**src/rtl/even_result_forward_pipe_pkg.sv**
```systemverilog
// Shared types and default stage positions for the even-pipe result forwarding block.
package even_result_forward_pipe_pkg;

  // Result and register-address widths; the entry struct is built from these.
  localparam int unsigned DataW = 128;
  localparam int unsigned AddrW = 7;

  // Default stage numbers, counted in the same frame as the execution unit.
  localparam int unsigned DefFpLat   = 6;
  localparam int unsigned DefIntLat  = 7;
  localparam int unsigned DefWbStage = 8;
  localparam int unsigned DefCommit  = 7;

  // One in-flight result: valid flag, destination register and value.
  typedef struct packed {
    logic             v;
    logic [AddrW-1:0] addr;
    logic [DataW-1:0] data;
  } pipe_entry_t;

  // Pack an insertion into an entry.
  function automatic pipe_entry_t make_entry(logic             v,
                                             logic [AddrW-1:0] addr,
                                             logic [DataW-1:0] data);
    pipe_entry_t e;
    e.v    = v;
    e.addr = addr;
    e.data = data;
    return e;
  endfunction

  // A stage below the commit point is still speculative and dies on a flush.
  function automatic logic is_uncommitted(int unsigned stage, int unsigned commit);
    return stage < commit;
  endfunction

endpackage

```
**src/rtl/even_result_forward_pipe_fwd_select.sv**
```systemverilog
// Priority mux: youngest matching in-flight result for one operand, else the register table.
module even_result_forward_pipe_fwd_select
  import even_result_forward_pipe_pkg::*;
#(
  parameter int unsigned NumStages = 3
) (
  input  pipe_entry_t [NumStages-1:0] entries_i,
  input  logic        [AddrW-1:0]     addr_i,
  input  logic        [DataW-1:0]     rf_i,
  output logic        [DataW-1:0]     fwd_o
);

  // Index 0 is the youngest stage, so the first hit scanning upward wins.
  always_comb begin
    logic found;
    fwd_o = rf_i;
    found = 1'b0;
    for (int unsigned i = 0; i < NumStages; i++) begin
      if (!found && entries_i[i].v && (entries_i[i].addr == addr_i)) begin
        fwd_o = entries_i[i].data;
        found = 1'b1;
      end
    end
  end

endmodule

```
**src/rtl/even_result_forward_pipe.sv**
```systemverilog
// Carries FP and integer-multiply results from their insertion stages to write back,
// drives the register-table write port and forwards in-flight results to operand fetch.
module even_result_forward_pipe
  import even_result_forward_pipe_pkg::*;
#(
  parameter int unsigned FpLat   = DefFpLat,
  parameter int unsigned IntLat  = DefIntLat,
  parameter int unsigned WbStage = DefWbStage,
  parameter int unsigned Commit  = DefCommit
) (
  input  logic             clk_i,
  input  logic             rst_ni,
  // FP results
  input  logic             fp_we_i,
  input  logic [AddrW-1:0] fp_addr_i,
  input  logic [DataW-1:0] fp_data_i,
  // Integer-multiply results
  input  logic             int_we_i,
  input  logic [AddrW-1:0] int_addr_i,
  input  logic [DataW-1:0] int_data_i,
  // Branch-taken flush
  input  logic             flush_i,
  // Operand fetch of the issuing instruction
  input  logic [AddrW-1:0] ra_addr_i,
  input  logic [AddrW-1:0] rb_addr_i,
  input  logic [AddrW-1:0] rc_addr_i,
  input  logic [DataW-1:0] ra_rf_i,
  input  logic [DataW-1:0] rb_rf_i,
  input  logic [DataW-1:0] rc_rf_i,
  output logic [DataW-1:0] ra_fwd_o,
  output logic [DataW-1:0] rb_fwd_o,
  output logic [DataW-1:0] rc_fwd_o,
  // Register-table write port
  output logic             wb_we_o,
  output logic [AddrW-1:0] wb_addr_o,
  output logic [DataW-1:0] wb_data_o,
  output logic             collision_err_o
);

  // Entry index i holds stage FpLat + i; index 0 is the youngest.
  localparam int unsigned NumStages = WbStage - FpLat + 1;
  localparam int unsigned IntIdx    = IntLat - FpLat;
  localparam int unsigned WbIdx     = NumStages - 1;

  pipe_entry_t [NumStages-1:0] stage_q, stage_d;
  logic                        collision_q, collision_d;

  // Shift, insert and flush. addr/data only load with a surviving valid entry, so an
  // idle stage (and therefore the write-back port) keeps its last real result.
  always_comb begin
    pipe_entry_t in_e;
    logic        kill;
    logic        keep;

    stage_d = stage_q;

    // FP insertion at the youngest stage.
    in_e = make_entry(fp_we_i, fp_addr_i, fp_data_i);
    kill = flush_i & is_uncommitted(FpLat, Commit);
    keep = in_e.v & ~kill;
    stage_d[0].v = keep;
    if (keep) begin
      stage_d[0].addr = in_e.addr;
      stage_d[0].data = in_e.data;
    end

    // Older stages take the shifted entry, or the integer result at its insertion stage.
    // An entry still in an uncommitted stage at a flush edge is killed as it moves on.
    for (int unsigned i = 1; i < NumStages; i++) begin
      if ((i == IntIdx) && int_we_i) begin
        in_e = make_entry(1'b1, int_addr_i, int_data_i);
        kill = flush_i & is_uncommitted(IntLat, Commit);
      end else begin
        in_e = stage_q[i-1];
        kill = flush_i & is_uncommitted(FpLat + i - 1, Commit);
      end
      keep = in_e.v & ~kill;
      stage_d[i].v = keep;
      if (keep) begin
        stage_d[i].addr = in_e.addr;
        stage_d[i].data = in_e.data;
      end
    end
  end

  // An integer insertion overwrites whatever valid entry was about to shift into its stage.
  always_comb begin
    collision_d = collision_q | (int_we_i & stage_q[IntIdx-1].v);
  end

  // Entry array and sticky collision flag; reset discards everything in flight.
  always_ff @(posedge clk_i or negedge rst_ni) begin
    if (!rst_ni) begin
      stage_q     <= '0;
      collision_q <= 1'b0;
    end else begin
      stage_q     <= stage_d;
      collision_q <= collision_d;
    end
  end

  // Write back straight from the last stage registers.
  always_comb begin
    wb_we_o         = stage_q[WbIdx].v;
    wb_addr_o       = stage_q[WbIdx].addr;
    wb_data_o       = stage_q[WbIdx].data;
    collision_err_o = collision_q;
  end

  even_result_forward_pipe_fwd_select #(
    .NumStages (NumStages)
  ) u_fwd_ra (
    .entries_i (stage_q),
    .addr_i    (ra_addr_i),
    .rf_i      (ra_rf_i),
    .fwd_o     (ra_fwd_o)
  );

  even_result_forward_pipe_fwd_select #(
    .NumStages (NumStages)
  ) u_fwd_rb (
    .entries_i (stage_q),
    .addr_i    (rb_addr_i),
    .rf_i      (rb_rf_i),
    .fwd_o     (rb_fwd_o)
  );

  even_result_forward_pipe_fwd_select #(
    .NumStages (NumStages)
  ) u_fwd_rc (
    .entries_i (stage_q),
    .addr_i    (rc_addr_i),
    .rf_i      (rc_rf_i),
    .fwd_o     (rc_fwd_o)
  );

endmodule
```
**config.mk**
```make
export PLATFORM = sky130hd
export DESIGN_NAME = even_result_forward_pipe
export DESIGN_NICKNAME = d
export VERILOG_FILES = /design/src/rtl/even_result_forward_pipe_pkg.sv /design/src/rtl/even_result_forward_pipe_fwd_select.sv /design/src/rtl/even_result_forward_pipe.sv
export SDC_FILE = /design/constraint.sdc
export NUM_CORES = 1
export LEC_CHECK = 0
export CAP_MARGIN = 25
export CORE_AREA = 2 2 471 473
export CTS_CLUSTER_DIAMETER = 100
export CTS_CLUSTER_SIZE = 28
export DETAILED_ROUTE_END_ITERATION = 10
export DIE_AREA = 0 0 473 475
export PLACE_DENSITY = 0.34
export SYNTH_ARGS = -nofsm -noshare
export SYNTH_HDL_FRONTEND = slang
export SYNTH_SLANG_ARGS = --single-unit
```
**constraint.sdc**
```tcl
create_clock -name clk_i -period 2.29 [get_ports clk_i]
set_input_delay 0.458 -clock clk_i [delete_from_list [all_inputs] [get_ports clk_i]]
set_output_delay 0.458 -clock clk_i [all_outputs]
set_load 0.05 [all_outputs]
```
==> run_results.csv <==
group,metric,value,unit
run_status,status,"finished, violations left",
run_status,violations,"negative setup slack",
die,die-area,225000,sq um
clocking,clock-root-buffer,"clkbuf_16",
die,core_area,219000,sq um
setup_path,max_stage_delay,0.47,ns
timing,rsz0062_at_grt,"true",
synth,syn_avg_cell_area,8.35,sq um
setup_path,cp_cell_sequence,"buf_12 -> xor2_4 -> nor4_4 -> buf_4 -> buf_12 -> buf_12 -> buf_6 -> and3_1 -> a211oi_2 -> o31ai_4 -> buf_12",
die,pin_count,1201,
clocking,cts_tree,"done",
routing,detailedRoute.firstPassIterationCount,5,
timing,fin_skew,0.0352,ns
timing,slew_headroom,34.6,%
setup_path,critPathTopFamily,"buffers and inverters",
synth,synth.distinct_cells,36,
clocking,cts.sinks,409,
synth,synth_warnings,0,
synth,ys_ff_latch,409,
layout,final_nets,5855,
setup_path,cp.arrival,3.25,ns
placement,dp_hpwl,217,mm
synth,yosys.area.top_type,"dfrtp_1",
timing,finalHoldViolCount,0,
setup_path,cp-end-kind,"output port",
clocking,clock_tree.buffer_depth,3,
timing,post-route-period-util,162,%
setup_path,cp_data_required_time,1.83,ns
synth,synthTopCellsByArea,"dfrtp_1, mux2_2, nand2_1",
global_routing,grt_start_max_net_pins,84,
layout,multi_input_area,26600,sq um
timing,setup_ws,-1.42,ns
layout,seqCellArea,10300,sq um
power,powerDensity,522,nW/um^2
setup_path,start_kind,"flop",
timing,finalCriticalPeriod,3.71,ns
routing,antenna_left,0,
synth,synth_area,30900,sq um
die,initial_core_util,14.1,%
die,die_height,475,microns
setup_path,worstPathMaxFanout,7,
synth,post-synth-top-area-fraction,33.2,%
global_routing,grt_pass1_vias,39668,
worst_hold_path,hp-class,"input port to flop",
routing,viasPerCell,4.73,
timing,setup_viol,474,
global_routing,grtUsageTotal,24.9,%
placement,pre_cts_ws,-1.64,ns
placement,port_buffers,1200,
timing,slew_viol_final,0,
setup_path,crit_buf_inv,6,
synth,synth_cells,3699,
clocking,numCtsBuffers,45,
power,ir_drop,474,uV
run,maxCapViolCount,0,
timing,tightestPinTransition,0.981,ns
clocking,htreeDepth,2,
setup_path,cp_common_cell,"buf_12",
global_routing,antenna_found_initial,91,
clocking,clkTransAtPathRegs,0.08,ns
routing,drc_errors,0,
synth,mappedNetlistNets,4379,
power,p_leak,26.0,nW
routing,dr_total_vias,38380,
setup_path,cpMaxStageDelayCell,"dfrtp_2",
die,rows,172,
global_routing,grt_overflow,0,
global_routing,grt_pass1_wl,382,mm
layout,drive_gt1_share,46.5,%
synth,synth_seq_area_share,33.2,%
layout,fillers,22735,
setup_path,critical_path_class,"flop to output port",
placement,gp_congestion,0.894,
routing,drt-initial-drc-count,2607,
timing,max_freq,269,MHz
routing,wl_per_cell,36.6,microns
die,die_w,473,microns
layout,final_util,29.9,%
layout,area_delta_synth_final,112,%
routing,wl,297,mm
clocking,clock_latency,0.70,ns
setup_path,rrSetupSlack,-0.04,ns
==> timing repair <==
| action | CTS | global route |
|---|---|---|
| pin swaps | 51 | 118 |
| gates resized for setup | 357 | 455 |
| endpoints found under the setup margin | 490 | 489 |
| setup buffers | 63 | 94 |
| endpoints found under the hold margin | 25 | 0 |
| hold buffers | 1 | 0 |
| cloned | 25 | 22 |
==> Yosys cell counts <==
library cell,count
buf_6,9
o21ai_0,295
nor4_4,1
a211oi_1,258
buf_2,36
a221oi_1,8
nor3_2,1
o31ai_1,128
or4_4,1
o2bb2ai_1,66
dfrtp_1,409
inv_1,1
a311oi_1,66
nand2b_1,2
nor4_1,73
mux2_2,270
nor2b_1,1
and3_1,195
xnor2_1,22
nand4_1,6
o21ai_1,220
nand2_1,585
buf_4,135
nor3_1,61
a21boi_0,2
nor2_1,198
a221oi_2,52
a21o_1,1
a21boi_1,60
mux2i_1,135
and4_1,6
clkbuf_1,328
nor4_2,3
and2_1,2
xor2_1,41
buf_1,22
==> final timing paths <==
path	endpoint	cells after the start	from
hold reg to reg	collision_err_o	1	collision_err_o
setup reg to reg	wb_data_o[110]	3	stage_d[407]
setup / recovery	rc_fwd_o[26]	11	wb_addr_o[5]
min in group asynchronous	stage_q[165]	2	rst_ni
max in group asynchronous	stage_q[35]	3	rst_ni
hold / removal	stage_q[154]	3	int_we_i
==> state kept, by name, summed over array words and instances (netlist names) <==
register,flops
stage_q,271
wb_data_o,128
wb_addr_o,7
wb_we_o,1
collision_err_o,1
stage_d,1
==> placed cells by master, fill, tap and decap left out, types with 8 or more instances in the layout <==
cell type        count
clkdlybuf4s50_1    744
o31ai_4            127
dfrtp_2             12
clkbuf_16           68
diode_2             31
nand2_1            581
xor2_4               8
a211oi_1            55
o21ai_2             96
o21ai_0            263
nor2_1             188
o2bb2ai_4           66
o21ai_1             53
o21ai_4            103
a211oi_2           120
buf_6              171
xor2_1              26
buf_16              37
mux2i_1            135
mux2_2             270
a221oi_4            58
dfrtp_1            395
and3_4              46
buf_12             363
nor3_1              60
a311oi_4            42
nor4_2              22
buf_8               57
nor4_1              50
buf_4              559
a311oi_2            21
and3_1             149
xnor2_1             14
a211oi_4            83
inv_6                8
a21boi_1            59
==> stage by stage <==
step	power [mW]	TNS (ns)	std cells	cell area, sq um	hold slack, ns
detailed placement	24.0	-535.25	7854	57500	0.451
CTS	34.0	-562.45	8020	62300	0.179
finish	34.2	-499.26	8114	65600	0.212
global placement	24.0	-538.82	7854	57500	0.451
floorplan	16.8	-106.27	3699	37400	0.162
global route	35.4	-549.83	8102	65500	0.221
==> power breakdown <==
part	internal [mW]	switching, mW	leakage (nW)	total [mW]
combinational	6.33	8.59	20.3	14.9
sequential	8.18	2.12	4.90	10.3
clock	4.52	4.50	0.823	9.01
==> final cells by class <==
type | instances | share of cell area [%]
clock buffer | 49 | 1.84
timing repair buffer | 1958 | 35.6
multi-input combinational | 2760 | 40.6
clock inverter | 35 | 0.739
tap | 2871 | 5.48
sequential | 409 | 15.6
antenna | 31 | 0.118
inverter | 1 | 0.00573
==> kinds of logic (layout without fill, tap and decap cells) <==
group	after synthesis	count (layout)	synth area share, %
flip-flops	409	409	33.2
AND/OR/NAND/NOR	1135	1136	16.6
AO/OA/AOI/OAI	1156	1156	25.8
buffers and inverters	531	2043	8.46
XOR/XNOR	63	63	1.79
multiplexers	405	405	14.2
other	0	31	0
==> metal layers <==
layer  GRT usage (%)  vias up  wire, microns
li1                -    16473              -
met2            43.7     1632         148000
met5               0        -            399
met1            29.4    19809         118000
met3            5.64      402          19200
met4            9.04       64          11800
==> worst reg2reg max path: cells and delay by family, from the launching register on <==
kind | cells | cell delay [ns]
DFF | 1 | 0.51
muxes | 1 | 0.48
buffers and inverters | 2 | 1.23
No activity file was read; power rests on OpenSTA's default activity.
